### config.mk
export PLATFORM = sky130hd
export DESIGN_NAME = gp_rst_sequencer
export DESIGN_NICKNAME = d
export VERILOG_FILES = /design/src/rtl/gp_rst_seq_pkg.sv /design/src/rtl/gp_rst_seq_filter.sv /design/src/rtl/gp_rst_sequencer.sv
export SDC_FILE = /design/constraint.sdc
export NUM_CORES = 1
export LEC_CHECK = 0
export ABC_AREA = 1
export CORE_AREA = 2 2 64 66
export DETAILED_ROUTE_END_ITERATION = 10
export DIE_AREA = 0 0 66 68
export PLACE_DENSITY = 0.69
export SLEW_MARGIN = 20
export SYNTH_ARGS = -nofsm -noshare
export SYNTH_HDL_FRONTEND = slang
export SYNTH_SLANG_ARGS = --single-unit
export TNS_END_PERCENT = 50
### constraint.sdc
create_clock -name CLK -period 2.4 [get_ports CLK]
set_clock_uncertainty 0.15 [all_clocks]
set_input_delay 0.48 -clock CLK [delete_from_list [all_inputs] [get_ports CLK]]
set_output_delay 0.48 -clock CLK [all_outputs]
set_load 0.05 [all_outputs]
### src/rtl/gp_rst_seq_pkg.sv
// Shared types and limits for the gp_rst_sequencer reset sequencer.
package gp_rst_seq_pkg;

    typedef enum logic [1:0] {
        IDLE     = 2'd0,
        ARM      = 2'd1,
        DONE     = 2'd2,
        BROWNOUT = 2'd3
    } seq_state_t;

    localparam int CHANNELS_MIN    = 1;
    localparam int CHANNELS_MAX    = 16;
    localparam int STAGE_DELAY_MIN = 1;
    localparam int FILT_MIN        = 1;
    localparam int FILT_MAX        = 255;
    localparam int FILT_CNT_W      = 8;

    // Largest value an unsigned counter of width w can hold.
    function automatic logic [63:0] cnt_max(input int w);
        return (64'd1 << w) - 64'd1;
    endfunction

endpackage

### src/rtl/gp_rst_seq_filter.sv
// VDD_LOW debounce: the flag rises once VDD_LOW has been high on FILT_CYCLES
// consecutive edges and falls on the first edge it is seen low.
module gp_rst_seq_filter
    import gp_rst_seq_pkg::*;
#(
    parameter int FILT_CYCLES = 4
) (
    input  logic clk,
    input  logic rst,
    input  logic vdd_low,
    output logic vdd_low_eff
);

    localparam logic [FILT_CNT_W-1:0] RUN_LAST = FILT_CNT_W'(FILT_CYCLES - 1);

    logic [FILT_CNT_W-1:0] run_cnt;

    // run_cnt holds at RUN_LAST while the flag is up, so no wrap is possible.
    always_ff @(posedge clk or posedge rst) begin
        if (rst) begin
            run_cnt     <= '0;
            vdd_low_eff <= 1'b0;
        end else if (!vdd_low) begin
            run_cnt     <= '0;
            vdd_low_eff <= 1'b0;
        end else if (run_cnt == RUN_LAST) begin
            vdd_low_eff <= 1'b1;
        end else begin
            run_cnt <= run_cnt + FILT_CNT_W'(1);
        end
    end

endmodule

### src/rtl/gp_rst_sequencer.sv
// Multi-channel power-on reset sequencer with brown-out re-assertion and sticky fault.
// Define BROWNOUT_FILT_EN to debounce VDD_LOW through gp_rst_seq_filter.
module gp_rst_sequencer
    import gp_rst_seq_pkg::*;
#(
    parameter int CHANNELS    = 4,
    parameter int STAGE_DELAY = 500,
    parameter int CNT_W       = 16,
    parameter int FILT_CYCLES = 4
) (
    input  logic                CLK,
    input  logic                RST,
    input  logic                BG_OK,
    input  logic                VDD_LOW,
    input  logic                SOFT_RST,
    input  logic                FAULT_CLR,
    output logic [CHANNELS-1:0] RST_DONE,
    output logic                ALL_DONE,
    output logic                FAULT
);

    localparam int IDX_W = (CHANNELS > 1) ? $clog2(CHANNELS) : 1;
    localparam logic [CNT_W-1:0] COUNT_LAST = CNT_W'(STAGE_DELAY - 1);
    localparam logic [IDX_W-1:0] INDEX_LAST = IDX_W'(CHANNELS - 1);

    if (CHANNELS < CHANNELS_MIN || CHANNELS > CHANNELS_MAX) begin : g_bad_channels
        $error("gp_rst_sequencer: CHANNELS=%0d out of range", CHANNELS);
    end
    if (STAGE_DELAY < STAGE_DELAY_MIN || 64'(STAGE_DELAY) > cnt_max(CNT_W)) begin : g_bad_delay
        $error("gp_rst_sequencer: STAGE_DELAY=%0d does not fit CNT_W=%0d", STAGE_DELAY, CNT_W);
    end
    if (FILT_CYCLES < FILT_MIN || FILT_CYCLES > FILT_MAX) begin : g_bad_filt
        $error("gp_rst_sequencer: FILT_CYCLES=%0d out of range", FILT_CYCLES);
    end

    seq_state_t          state, state_nxt;
    logic [CNT_W-1:0]    count, count_nxt;
    logic [IDX_W-1:0]    index, index_nxt;
    logic [CHANNELS-1:0] rst_done_nxt;
    logic                all_done_nxt;
    logic                fault_nxt;
    logic                vdd_low_eff;

`ifdef BROWNOUT_FILT_EN
    gp_rst_seq_filter #(
        .FILT_CYCLES (FILT_CYCLES)
    ) u_filter (
        .clk         (CLK),
        .rst         (RST),
        .vdd_low     (VDD_LOW),
        .vdd_low_eff (vdd_low_eff)
    );
`else
    assign vdd_low_eff = VDD_LOW;
`endif

    // Every path into IDLE or BROWNOUT clears the outputs, so IDLE never has to.
    always_comb begin
        state_nxt    = state;
        count_nxt    = count;
        index_nxt    = index;
        rst_done_nxt = RST_DONE;
        all_done_nxt = ALL_DONE;
        fault_nxt    = FAULT_CLR ? 1'b0 : FAULT;

        case (state)
            IDLE: begin
                if (BG_OK && !vdd_low_eff) begin
                    state_nxt = ARM;
                    count_nxt = '0;
                    index_nxt = '0;
                end
            end
            ARM, DONE: begin
                if (vdd_low_eff) begin
                    state_nxt    = BROWNOUT;
                    rst_done_nxt = '0;
                    all_done_nxt = 1'b0;
                    fault_nxt    = 1'b1;
                end else if (SOFT_RST || (state == ARM && !BG_OK)) begin
                    state_nxt    = IDLE;
                    rst_done_nxt = '0;
                    all_done_nxt = 1'b0;
                end else if (state == ARM) begin
                    if (count == COUNT_LAST) begin
                        count_nxt    = '0;
                        rst_done_nxt = RST_DONE | (CHANNELS'(1) << index);
                        if (index == INDEX_LAST) begin
                            all_done_nxt = 1'b1;
                            state_nxt    = DONE;
                        end else begin
                            index_nxt = index + IDX_W'(1);
                        end
                    end else begin
                        count_nxt = count + CNT_W'(1);
                    end
                end
            end
            BROWNOUT: begin
                if (!vdd_low_eff) begin
                    state_nxt = IDLE;
                end
            end
            default: begin
                state_nxt = IDLE;
            end
        endcase
    end

    always_ff @(posedge CLK or posedge RST) begin
        if (RST) begin
            state    <= IDLE;
            count    <= '0;
            index    <= '0;
            RST_DONE <= '0;
            ALL_DONE <= 1'b0;
            FAULT    <= 1'b0;
        end else begin
            state    <= state_nxt;
            count    <= count_nxt;
            index    <= index_nxt;
            RST_DONE <= rst_done_nxt;
            ALL_DONE <= all_done_nxt;
            FAULT    <= fault_nxt;
        end
    end

endmodule
# [Word level (Yosys, flattened, before mapping)]
# Cells that the tools add are included.
[op_classes] n_addsub=2 mul=0 n_div=0 magnitude_cmp=0 n_eq_ne=15 shift=1 muxes=33 bitwise=1 reduce_logical=16
[op_table] op="two-way mux 16 bit" count=5
[op_table] op="case mux 16 bit (2 select lines)" count=1
[op_table] op="two-way mux 2 bit" count=13
[op_table] op="adder 16 x 1 -> 16 bit, second input constant" count=1
[op_table] op="== test 16 x 9 -> 1 bit, second input constant" count=1
[op_table] op="two-way mux 4 bit" count=4
[op_table] op="inequality test 2 bit, second input constant" count=7
[op_table] op="inequality test 4 bit, second input constant" count=3
[op_table] op="AND reduction 5 bit" count=2
[op_table] op="nonzero test 3 bit" count=3
[op_table] op="two-way mux 1 bit" count=8
[op_table] op="AND reduction 7 bit" count=1
[op_table] op="== test 2 bit, second input constant" count=3
[op_table] op="case mux 2 bit (3 select lines)" count=1
[op_table] op="OR 4 bit" count=1
[op_table] op="case mux 2 bit (2 select lines)" count=1
[op_table] op="AND reduction 4 bit" count=1
[op_table] op="left shift 1 x 2 -> 4 bit, first input constant" count=1
[op_table] op="AND reduction 3 bit" count=1
[op_table] op="adder 2 x 1 -> 2 bit, second input constant" count=1
[op_table] op="== test 2 x 1 -> 1 bit, second input constant" count=1
[op_table] op="logical AND 1 bit" count=2
[op_table] op="logical NOT 1 bit" count=2
[op_table] op="logical NOT 2 bit" count=1
[op_table] op="other kinds (3)" count=3
[word_totals] register_bits=26 latch_bits=0 mem_bits_rw=0 rom_bits=0 inputBits=6 output_inout_bits=6 elab_cells=74 mem_count=0

# [Depth between registers and ports, before layout]
# Gate-level depths: netlist of the first run.
[logic_depth] ltp_word=7 mapped_depth=12 ltp_nobuf=11

# [Worst setup path before layout of the first run]
# No wires, ideal clock.
[synth_timing] path_kind="reg-to-reg" startpoint="register state[0]" endpoint="register index[0]" setup_ns=0.117 arrival_ns=1.510 t_required_ns=2.133 path_slack_ns=0.623 stages_incl_launch_ff=11 n_path_buf=2 synth_period_minus_slack_ns=1.777 path_cell_list="dfrtp_1 inv_1 ha_1 buf_4 nand2_1 nand2_2 nor2_4 buf_6 nand3_1 nand2_1 nand2_1"
[synth_between] elab_chain_cells=5 elab_cells_between_ends=15 cone_classes="eq/ne (8); mux (1); reduce/logical (6)"
[synth_rtl] element="start, declared" line_no="gp_rst_sequencer.sv:36" text="seq_state_t state, state_nxt;"
[synth_rtl] element="start signal, assigned" line_no="gp_rst_sequencer.sv:119" text="state <= state_nxt;"
[synth_rtl] element="== test 2 x 1 -> 1 bit" line_no="gp_rst_sequencer.sv:66, gp_rst_sequencer.sv:80, gp_rst_sequencer.sv:84"
[synth_rtl] element="logical AND 1 bit" line_no="gp_rst_sequencer.sv:80" text="end else if (SOFT_RST || (state == ARM && !BG_OK)) begin"
[synth_rtl] element="logical OR 1 bit" line_no="gp_rst_sequencer.sv:80"
[synth_rtl] element="inequality test 2 bit (no source line)"
[synth_rtl] element="AND reduction 7 bit (no source line)"
[synth_rtl] element="end signal, assigned" line_no="gp_rst_sequencer.sv:121" text="index <= index_nxt;"
[synth_rtl] element="end, declared" line_no="gp_rst_sequencer.sv:38" text="logic [IDX_W-1:0] index, index_nxt;"
# Parallel ways exist; a longest one is shown, timed or not.
# A chain may end at the register's enable or synchronous reset.

# [Worst setup path in the final report of the first run]
[layout_timing] startpoint="register RST_DONE[3]" endpoint="output RST_DONE[3]"
[layout_lines] element="start, declared" line_no="gp_rst_sequencer.sv:17" text="output logic [CHANNELS-1:0] RST_DONE,"
[layout_lines] element="start signal, assigned" line_no="gp_rst_sequencer.sv:122" text="RST_DONE <= rst_done_nxt;"
# No word-level cell between the ends.

==> key figures, run 1 <==
Routing
  – 1st-pass router iterations: 4
  – DRT Wirelength: 3.79 mm
  – Vias post-DR: 1660
  – # DRC: 0
  – Vias per cell: 5.05
  – Post-DR wirelength/cell: 11.5 um
  – Initial DRC Count: 103
  – DRT antenna net count: 0

Logic synthesis
  – Compound-Gate Fraction of Synth Area: 0.0781
  – Post-synthesis xor/xnor area fraction: 0.00476
  – Syn Nets: 279
  – Mux cell area share after synthesis: 0
  – Syn_area_per_cell: roughly 7 um^2
  – Post-Synth Simple-Gate Area: 0.416
  – Post-Synth Adder-Cell Area: 0.0611
  – Main combinational cell family by area after synthesis: simple AND/OR/NAND/NOR gates
  – Yosys Warn Count: 0
  – Post-Syn Area: between 1500 and 2000 um^2
  – Sequential fraction of the synthesis area: 0.353
  – Yosys cell types: 25
  – Flops & latches, synth: 26
  – Synth Instances: 264

STA
  – Hold Fails Final Rpt: 0
  – RSZ-0062 raised after global routing: no
  – Total Neg Setup Slack: 0 ns
  – # setup viols final: 0
  – Tcrit/Tclk final: 0.866
  – Max-slew violations: 0
  – Worst slew margin: 0.670
  – Tightest Pin Transition: 0.494 ns
  – Fmax: slightly below 500 MHz
  – Final min period: 2.08 ns

Setup path
  – CP Launch Type: flop
  – WP buf/inv: 1
  – Worst Path Required: 1.77 ns
  – Worst Path Arrival: 1.45 ns
  – CP max-delay cell: clkdlybuf4s50_1
  – CP top delay family: buffers and inverters
  – R2R Setup Slk: 0.37 ns
  – Crit Path Category: reg -> out
  – CP max stage delay: 0.81 ns
  – Type of destination of the critical path: primary output
  – Max FO, Critical Path: 3
  – Worst path cell trace: clkdlybuf4s50_1

Layout
  – Synth-to-layout area growth: 12.2%
  – N_diodes: 0
  – Share of cells above drive strength 1: 0.122
  – Fillers: 395
  – Layout Nets: 296
  – Post-Layout Cell Count: 329
  – Util after Layout: 0.536

Status
  – Status: finished, final reports clean

Clock network
  – Latest clock arrival within the worst-skew pair: 0.26 ns
  – Post-cts resize count: 0
  – Post-CTS setup buffer count: 0
  – Clock Path Buffers: 2
  – Clock Sink Count: 26
  – Hold_buf cts: 0
  – Clock-pin slew on the worst setup and hold paths: approximately 0.08 ns
  – CTS H-tree depth: 1
  – Root Buffer: clkbuf_8
  – Cts bufs inserted: 3
  – CTS tree: built

Pwr
  – Power per Cell Area: ~1100 nW/um^2
  – Pleak: 0.967 nW
  – Pwr Total: between 2 and 2.5 mW
  – IR drop worst, VDD: 611 uV

Placed design
  – Final HPWL DP: 3.01 mm
  – Final Wtd Congestion: 0.984
  – Placed cells: 326
  – Buffers on Ports: 11

Floorplan
  – Io pins: 12
  – Initial Utilization: 0.478
  – Die Wd: roughly 66 um
  – Site Rows: 23
  – Die height: 68 um
  – Core Region: 3860 um^2
  – Die area: 4490 um^2

Global route
  – Vias in the first global route: 1537
  – GRT Total Usage: 0.191
  – Largest net degree at the start of global routing: 27
  – GRT overflow: 0
  – Initial antenna violation count: 0
  – First-pass GRT wire length: 6.75 mm

Job
  – Max capacitance violation total: 0

Hold path
  – Worst hold path class: reg -> reg
-- through the flow --
step                cell area [um^2]  hold slack [ns]  worst slack [ns]
finish                          2070            0.367             0.322
global route                    2070            0.402             0.161
CTS                             2070            0.370             0.316
detailed placement              2020            0.345             0.257
global placement                2020            0.307             0.290
floorplan                       1840            0.341             0.623
-- logic make-up after synthesis --
kind of cell,count (synthesis)
AOI/OAI and AO/OA,25
adders and majority gates,9
DFF,26
buffers and inverters,38
and+or+nand+nor,165
xor gates and xnor gates,1
-- report_power, final --
group	switching [mW]	internal, mW
Clock	0.123	0.112
Sequential	0.159	0.568
Combinational	0.836	0.444
Total	1.12	1.12
-- path summary, 6_finish.rpt --
check                                              from              endpoint  depth (start not counted)
worst max-delay path            RST_DONE[3]$_DFFE_PP0P_           RST_DONE[3]                          1
worst min-delay path               ALL_DONE$_DFFE_PP0P_  ALL_DONE$_DFFE_PP0P_                          2
worst max register to register     state[0]$_DFFE_PP0P_  count[4]$_DFFE_PP0P_                         11
worst min register to register     ALL_DONE$_DFFE_PP0P_  ALL_DONE$_DFFE_PP0P_                          2
max in group asynchronous                           RST  count[5]$_DFFE_PP0P_                          3
min in group asynchronous                           RST  count[1]$_DFFE_PP0P_                          3
-- Yosys cell counts, drive strengths merged --
library cell  number  area, um^2
buf                4        31.3
nor3               2        10.0
nand4             18         113
clkbuf             1        3.75
nand3             20         100
o211ai             4        30.0
a21boi             1        7.51
inv               33         124
a21oi              3        18.8
o21ai             16        80.1
xor2               1        8.76
nor2              37         174
dfrtp             26         651
o21bai             1        7.51
ha                 9         113
and2               2        12.5
nand2             86         358
-- worst reg2reg max path, stage by stage (launching register included) --
cell and delay, ns:
dfrtp_1 0.41, inv_1 0.08, ha_1 0.32, buf_4 0.19, a21oi_2 0.15, nand2_2 0.08, nor2_4 0.17, buf_4 0.18
nand2_2 0.04, nand2_1 0.06, inv_1 0.03, nor2_1 0.09
-- final cells by class --
| cell class | instances | area (um^2) | share of cell area |
|---|---|---|---|
| multi-input cells | 200 | 1030 | 0.500 |
| inverters | 33 | 124 | 0.0600 |
| flip-flops and latches | 26 | 651 | 0.315 |
| repair buffers | 17 | 155 | 0.0751 |
| clock buffers | 3 | 41.3 | 0.0200 |
| well taps | 50 | 62.6 | 0.0303 |
-- sequential cells by signal, summed over array words and instances, names as in the netlist --
| register | flops |
|---|---|
| RST_DONE | 4 |
| FAULT | 1 |
| state | 2 |
| ALL_DONE | 1 |
| index | 2 |
| count | 16 |
-- placed cells by master (no fill, tap or decap), drive strengths merged --
master         netlist  final
nor2                37     37
dfrtp               26     26
o211ai               4      4
clkbuf               1      3
inv                 33     33
buf                  4      6
o21ai               16     16
o21bai               1      1
and2                 2      2
nand4               18     18
nand3               20     20
a21oi                3      3
nand2               86     86
xor2                 1      1
clkdlybuf4s50        0     11
ha                   9      9
a21boi               1      1
nor3                 2      2
-- routing by layer --
metal / vias up / share of wire / track usage
met5: - / 0 / 0
met2: 25 / 0.47 / 0.328
li1: 886 / - / -
met1: 743 / 0.49 / 0.256
met3: 6 / 0.023 / 0.0214
met4: 0 / 0.011 / 0.0561
Power figures use the tool's default switching activity.
==> inputs of run 2 (changes only) <==
--- a/config.mk
+++ b/config.mk
@@ -6,10 +6,11 @@
 export NUM_CORES = 1
 export LEC_CHECK = 0
 export ABC_AREA = 1
-export CORE_AREA = 2 2 64 66
+export CORE_AREA = 2 2 71 73
 export DETAILED_ROUTE_END_ITERATION = 10
-export DIE_AREA = 0 0 66 68
-export PLACE_DENSITY = 0.69
+export DIE_AREA = 0 0 73 75
+export HOLD_SLACK_MARGIN = 0.12
+export PLACE_DENSITY = 0.58
 export SLEW_MARGIN = 20
 export SYNTH_ARGS = -nofsm -noshare
 export SYNTH_HDL_FRONTEND = slang
==> run 2 against run 1 <==
Net effect: power grew 5.0%; final cell count up 1.8%; worst setup slack got worse by 0.020 ns; combinational power grew 8%; die area increased by 22%; sequential share of layout area shrank 0.67 points; critical path type unchanged; largest cell class unchanged; largest power group unchanged.
==> key figures, run 2 (synthesis gave the netlist of run 1 again) <==
STA
  – Hold Fails Final Rpt: 0 (unchanged)
  – Final min period: 2.10 ns (+0.0197 ns)
  – Hold slack final: 0.342 ns (-0.0249 ns)
  – Fmax: 477 MHz (-0.94%)
  – RSZ-0062 raised after global routing: no
  – Tcrit/Tclk final: 0.874 (+0.00820)
  – Total Neg Setup Slack: 0 ns (unchanged)
  – Worst slew margin: 0.668 (-0.00118)
  – Max-slew violations: 0 (unchanged)
  – # setup viols final: 0 (unchanged)
  – Tightest Pin Transition: 0.496 ns (+0.00176 ns)

Pwr
  – NetSw: 1.16 mW (+3.4%)
  – Clk pwr share: 0.104 (about the same)
  – Pint: 1.20 mW (+6.5%)
  – Pwr Total: 2.36 mW (+5.0%)
  – Pleak: 0.986 nW (+1.9%)
  – IR drop worst, VDD: 621 uV (+1.6%)
  – Logic pwr share: 0.586 (+0.015)
  – Sequential fraction of design power: 0.310 (-0.014)
  – Sw Share: 0.491 (-0.00737)
  – Power per Cell Area: 1120 nW/um^2 (+2.8%)

Placed design
  – Final HPWL DP: 3.13 mm (+3.9%)
  – Cell area after placement: 2040 um^2 (+0.87%)
  – Buffers on Ports: 11 (unchanged)
  – Final Wtd Congestion: 0.861 (-12%)

Global route
  – Largest net degree at the start of global routing: 17 (-37%)
  – Initial antenna violation count: 0 (unchanged)
  – Vias in the first global route: 1648 (+7.2%)
  – First-pass GRT wire length: 7.47 mm (+11%)
  – GRT Total Usage: 0.173 (-0.0187)
  – GRT overflow: 0 (unchanged)

Layout
  – Util after Layout: 0.453 (-0.0828)
  – Share of cells above drive strength 1: 0.128 (+0.00625)
  – Fin area: 2110 um^2 (+2.2%)
  – Fillers: 483 (+22%)
  – Layout Nets: 298 (+0.68%)
  – Commonest non-fill, non-tap cell in the layout: nand2_1
  – N_diodes: 0 (unchanged)
  – Largest register by flop count: count
  – Footprint of the multi-input gates: 1030 um^2 (unchanged)
  – Top Registers: count: 16 flops, RST_DONE: 4 flops
  – Commonest non-fill, non-tap cells in the layout: nand2_1, inv_1, nor2_1
  – Register area: 651 um^2 (unchanged)
  – Max reg flops: 16 (unchanged)
  – Synth-to-layout area growth: 14.6%

Hold path
  – Worst hold path class: reg -> reg

Setup path
  – FF-to-FF path depth: 10 (-1)
  – R2R Setup Slk: 0.35 ns (-0.02 ns)
  – CP top delay family: buffers and inverters
  – CP Launch Type: flop
  – RR Startpoint: state[0]$_DFFE_PP0P_
  – WP buf/inv: 1 (unchanged)
  – Type of destination of the critical path: primary output
  – Worst path cell trace: clkdlybuf4s50_1
  – Max FO, Critical Path: 3 (unchanged)
  – Critical path origin: RST_DONE[2]$_DFFE_PP0P_
  – Worst Path Arrival: 1.47 ns (+0.02 ns)
  – CP max stage delay: 0.81 ns (about the same)
  – Worst Path Required: 1.77 ns (about the same)
  – Crit Reg-Reg Endpoint: count[3]$_DFFE_PP0P_
  – CP endpoint: RST_DONE[2]
  – CP max-delay cell: clkdlybuf4s50_1
  – Crit Path Category: reg -> out
  – Crit path depth: 1 (unchanged)

Floorplan
  – Site Rows: 25 (+8.7%)
  – Die height: 75 um (+10%)
  – Initial Utilization: 0.395 (-0.0824)
  – Die area: 5480 um^2 (+22%)
  – Core Region: 4660 um^2 (+21%)
  – Die Wd: 73 um (+11%)
  – Io pins: 12 (unchanged)

Clock network
  – Clock-pin slew on the worst setup and hold paths: 0.08 ns (about the same)
  – CTS H-tree depth: 1 (unchanged)
  – Hold_buf cts: 0 (unchanged)
  – Latest clock arrival within the worst-skew pair: 0.27 ns (about the same)
  – Clock Sink Count: 26 (unchanged)
  – Cts bufs inserted: 3 (unchanged)
  – Clock Path Buffers: 2 (unchanged)
  – CTS tree: built
  – Root Buffer: clkbuf_8

Routing
  – 1st-pass router iterations: 4 (unchanged)
  – # DRC: 0 (unchanged)
  – Post-DR wirelength/cell: 12.0 um (+3.7%)
  – Vias post-DR: 1690 (+1.8%)
  – DRT antenna net count: 0 (unchanged)
  – Initial DRC Count: 127 (+23%)
  – Vias per cell: 5.04 (about the same)
  – DRT Wirelength: 4.00 mm (+5.6%)

Status
  – Status: finished, final reports clean

Job
  – Max capacitance violation total: 0 (unchanged)
[run 2: changes by cell type in the layout (fill, tap and decap cells not counted)]
cell / change
buf_12: +2
[run 2: final cells by class]
type,instances,area share
Multi-Input combinational cell,200,0.489
Sequential cell,26,0.308
Timing Repair Buffer,19,0.0925
Inverter,33,0.0587
Tap cell,54,0.0320
Clock buffer,3,0.0196
[run 2: worst min path at each step]
stage / end / slack [ns] / cells past startpoint / startpoint
after detailed placement: ALL_DONE$_DFFE_PP0P_ / 0.31 / 2 / ALL_DONE$_DFFE_PP0P_
after global routing: ALL_DONE$_DFFE_PP0P_ / 0.38 / 2 / ALL_DONE$_DFFE_PP0P_
after global placement: ALL_DONE$_DFFE_PP0P_ / 0.31 / 2 / ALL_DONE$_DFFE_PP0P_
after CTS: ALL_DONE$_DFFE_PP0P_ / 0.34 / 2 / ALL_DONE$_DFFE_PP0P_
after floorplan: index[1]$_DFFE_PP0P_ / 0.34 / 2 / index[1]$_DFFE_PP0P_
final: ALL_DONE$_DFFE_PP0P_ / 0.34 / 2 / ALL_DONE$_DFFE_PP0P_
[run 2: repair_timing]
action / in CTS / in global routing
resized for setup: 0 / 0
buffers inserted: 0 / 2
setup endpoints to repair: 0 / 5
[run 2: routing by layer]
layer	part of all wire	track usage	vias up
met3	0.039	0.0241	4
met5	0	0	-
met4	0.011	0.0535	0
met2	0.47	0.286	37
met1	0.48	0.234	765
li1	-	-	884
[run 2: power groups by stage]
stage          Combinational [mW]  Clock [mW]  Sequential [mW]
6_report                     1.38       0.245            0.729
5_1_grt                      1.57       0.273            0.752
4_1_cts                      1.30       0.258            0.728
3_5_place_dp                 1.30           0            0.736
3_3_place_gp                 1.30           0            0.738
2_1_floorplan               0.915           0            0.783
[run 2: stage by stage]
step,setup WS (ns),std cells
after detailed placement,0.133,330
after global placement,0.167,330
after CTS,0.221,333
after global routing,0.161,335
final,0.302,335
after floorplan,0.623,264
==> inputs of run 3 (changes only) <==
--- a/config.mk
+++ b/config.mk
@@ -6,9 +6,9 @@
 export NUM_CORES = 1
 export LEC_CHECK = 0
 export ABC_AREA = 1
-export CORE_AREA = 2 2 71 73
+export CORE_AREA = 3 3 72 74
 export DETAILED_ROUTE_END_ITERATION = 10
-export DIE_AREA = 0 0 73 75
+export DIE_AREA = 0 0 75 77
 export HOLD_SLACK_MARGIN = 0.12
 export PLACE_DENSITY = 0.58
 export SLEW_MARGIN = 20
==> run 3 against run 2 <==
Net effect: sequential cell count unchanged; sequential share of layout area increased by 0.43 points; register-to-register slack got worse by 0.03 ns; largest cell class unchanged; maximum frequency increased by 0.20%; critical path type unchanged.
==> key figures, run 3 (synthesis gave the netlist of run 1 again) <==
Setup path
  – Crit Path Category: reg -> out
  – CP top delay family: buffers and inverters
  – Max FO, Critical Path: 3 (unchanged)
  – RR Startpoint: state[0]$_DFFE_PP0P_
  – CP Launch Type: flop
  – Worst path cell trace: clkdlybuf4s50_1
  – Critical path origin: RST_DONE[3]$_DFFE_PP0P_
  – Worst Path Arrival: 1.46 ns (about the same)
  – CP max-delay cell: clkdlybuf4s50_1
  – CP max stage delay: 0.81 ns (about the same)
  – WP buf/inv: 1 (unchanged)
  – FF-to-FF path depth: 8 (-2)
  – Type of destination of the critical path: primary output
  – Worst Path Required: 1.77 ns (about the same)
  – R2R Setup Slk: 0.32 ns (-0.03 ns)
  – Crit Reg-Reg Endpoint: RST_DONE[1]$_DFFE_PP0P_

STA
  – Worst slew margin: 0.666 (-0.00228)
  – Max-slew violations: 0 (unchanged)
  – Tcrit/Tclk final: 0.872 (-0.00175)
  – Total Neg Setup Slack: 0 ns (unchanged)
  – Tightest Pin Transition: 0.499 ns (+0.00341 ns)
  – Final min period: 2.09 ns (-0.00420 ns)
  – Hold Fails Final Rpt: 0 (unchanged)
  – # setup viols final: 0 (unchanged)
  – Fmax: 478 MHz (+0.20%)
  – RSZ-0062 raised after global routing: no

Layout
  – Fillers: 483 (unchanged)
  – Max reg flops: 16 (unchanged)
  – N_diodes: 0 (unchanged)
  – Layout Nets: 294 (-1.3%)
  – Top Registers: count: 16 flops, RST_DONE: 4 flops
  – Post-Layout Cell Count: 332 (-0.90%)
  – Largest register by flop count: count
  – Commonest non-fill, non-tap cells in the layout: nand2_1, inv_1, nor2_1
  – Share of cells above drive strength 1: 0.119 (-0.00941)
  – Fin area: 2080 um^2 (-1.4%)
  – Synth-to-layout area growth: 13.0%
  – Commonest non-fill, non-tap cell in the layout: nand2_1

Pwr
  – Power per Cell Area: 1110 nW/um^2 (-0.61%)
  – IR drop worst, VDD: 659 uV (+6.2%)
  – Pleak: 0.968 nW (-1.9%)
  – Pwr Total: 2.31 mW (-2.0%)

Clock network
  – CTS tree: built
  – Clock-pin slew on the worst setup and hold paths: 0.09 ns (about the same)
  – Clock Sink Count: 26 (unchanged)
  – Post-cts resize count: 0 (unchanged)
  – Post-CTS setup buffer count: 0 (unchanged)
  – Clock Path Buffers: 2 (unchanged)
  – Latest clock arrival within the worst-skew pair: 0.28 ns (about the same)
  – CTS H-tree depth: 1 (unchanged)
  – Hold_buf cts: 0 (unchanged)
  – Cts bufs inserted: 3 (unchanged)
  – Root Buffer: clkbuf_8

Global route
  – Gr busiest metal: met2
  – First-pass GRT wire length: 7.31 mm (-2.2%)
  – M2 GR Usage: 0.258 (-0.0284)
  – GRT met3 Usage: 0.0275 (+0.00343)
  – Initial antenna violation count: 0 (unchanged)
  – Largest net degree at the start of global routing: 27 (+10)
  – Vias in the first global route: 1627 (-1.3%)
  – GRT overflow: 0 (unchanged)
  – Met1 usage: 0.212 (-0.0217)
  – GRT Total Usage: 0.158 (-0.0149)

Floorplan
  – Die height: 77 um (+2.7%)
  – Initial Utilization: 0.395 (unchanged)
  – Die area: 5780 um^2 (+5.5%)
  – Core Region: 4660 um^2 (unchanged)
  – Site Rows: 25 (unchanged)
  – Io pins: 12 (unchanged)
  – Die Wd: 75 um (+2.7%)

Job
  – Max capacitance violation total: 0 (unchanged)

Routing
  – 1st-pass router iterations: 4 (unchanged)
  – Vias per cell: 5.02 (-0.53%)
  – Post-DR wirelength/cell: 12.0 um (+0.32%)
  – # DRC: 0 (unchanged)
  – Initial DRC Count: 123 (-3.1%)
  – DRT antenna net count: 0 (unchanged)
  – Vias post-DR: 1666 (-1.4%)
  – DRT Wirelength: 3.98 mm (-0.57%)

Hold path
  – Endpoint of the worst hold path: ALL_DONE$_DFFE_PP0P_
  – Worst min-delay path startpoint: ALL_DONE$_DFFE_PP0P_
  – Hold path depth: 2 (unchanged)
  – Worst hold path class: reg -> reg

Placed design
  – Placed cells: 328 (-0.61%)
  – Cell area after placement: 2030 um^2 (-0.74%)
  – Final Wtd Congestion: 0.878 (+2.0%)
  – Final HPWL DP: 3.01 mm (-3.6%)
  – Buffers on Ports: 11 (unchanged)

Status
  – Status: finished, final reports clean
run 3: cell count changes in the layout (fill, tap and decap cells not counted), sizes merged:
cell,delta
buf,-4
clkbuf,+1
run 3: per-stage QoR:
stage,hold slack (ns),setup slack (ns),utilization
3_3_place_gp,0.316,0.272,0.435
5_1_grt,0.365,0.0835,0.447
4_1_cts,0.339,0.290,0.447
3_5_place_dp,0.314,0.238,0.435
2_1_floorplan,0.341,0.623,-
6_report,0.334,0.306,0.447
run 3: how the worst max path moves through the flow:
stage | endpoint | slack [ns] | cells past startpoint
after floorplan | index[0]$_DFFE_PP0P_ | 0.62 | 10
after global placement | count[2]$_DFFE_PP0P_ | 0.27 | 8
after detailed placement | count[2]$_DFFE_PP0P_ | 0.24 | 8
after CTS | RST_DONE[2] | 0.29 | 1
after global routing | RST_DONE[3]$_DFFE_PP0P_ | 0.08 | 8
final | RST_DONE[3] | 0.31 | 1
run 3: power by group:
part | switching (mW) | leakage [nW] | internal, mW
Clock | 0.149 | 0.0288 | 0.147
Sequential | 0.162 | 0.352 | 0.568
Combinational | 0.836 | 0.587 | 0.447
run 3: layout make-up:
| type | instances | area [um^2] | area share |
|---|---|---|---|
| multi-input combinational | 200 | 1030 | 0.496 |
| sequential | 26 | 651 | 0.312 |
| timing repair buffer | 15 | 153 | 0.0733 |
| inverter | 33 | 124 | 0.0595 |
| tap | 54 | 67.6 | 0.0325 |
| clock buffer | 4 | 55.1 | 0.0264 |
run 3: layer usage:
layer	vias to the layer above	share of wire
met1	756	0.50
li1	879	-
met5	-	0
met4	0	0.0078
met2	26	0.47
met3	5	0.027
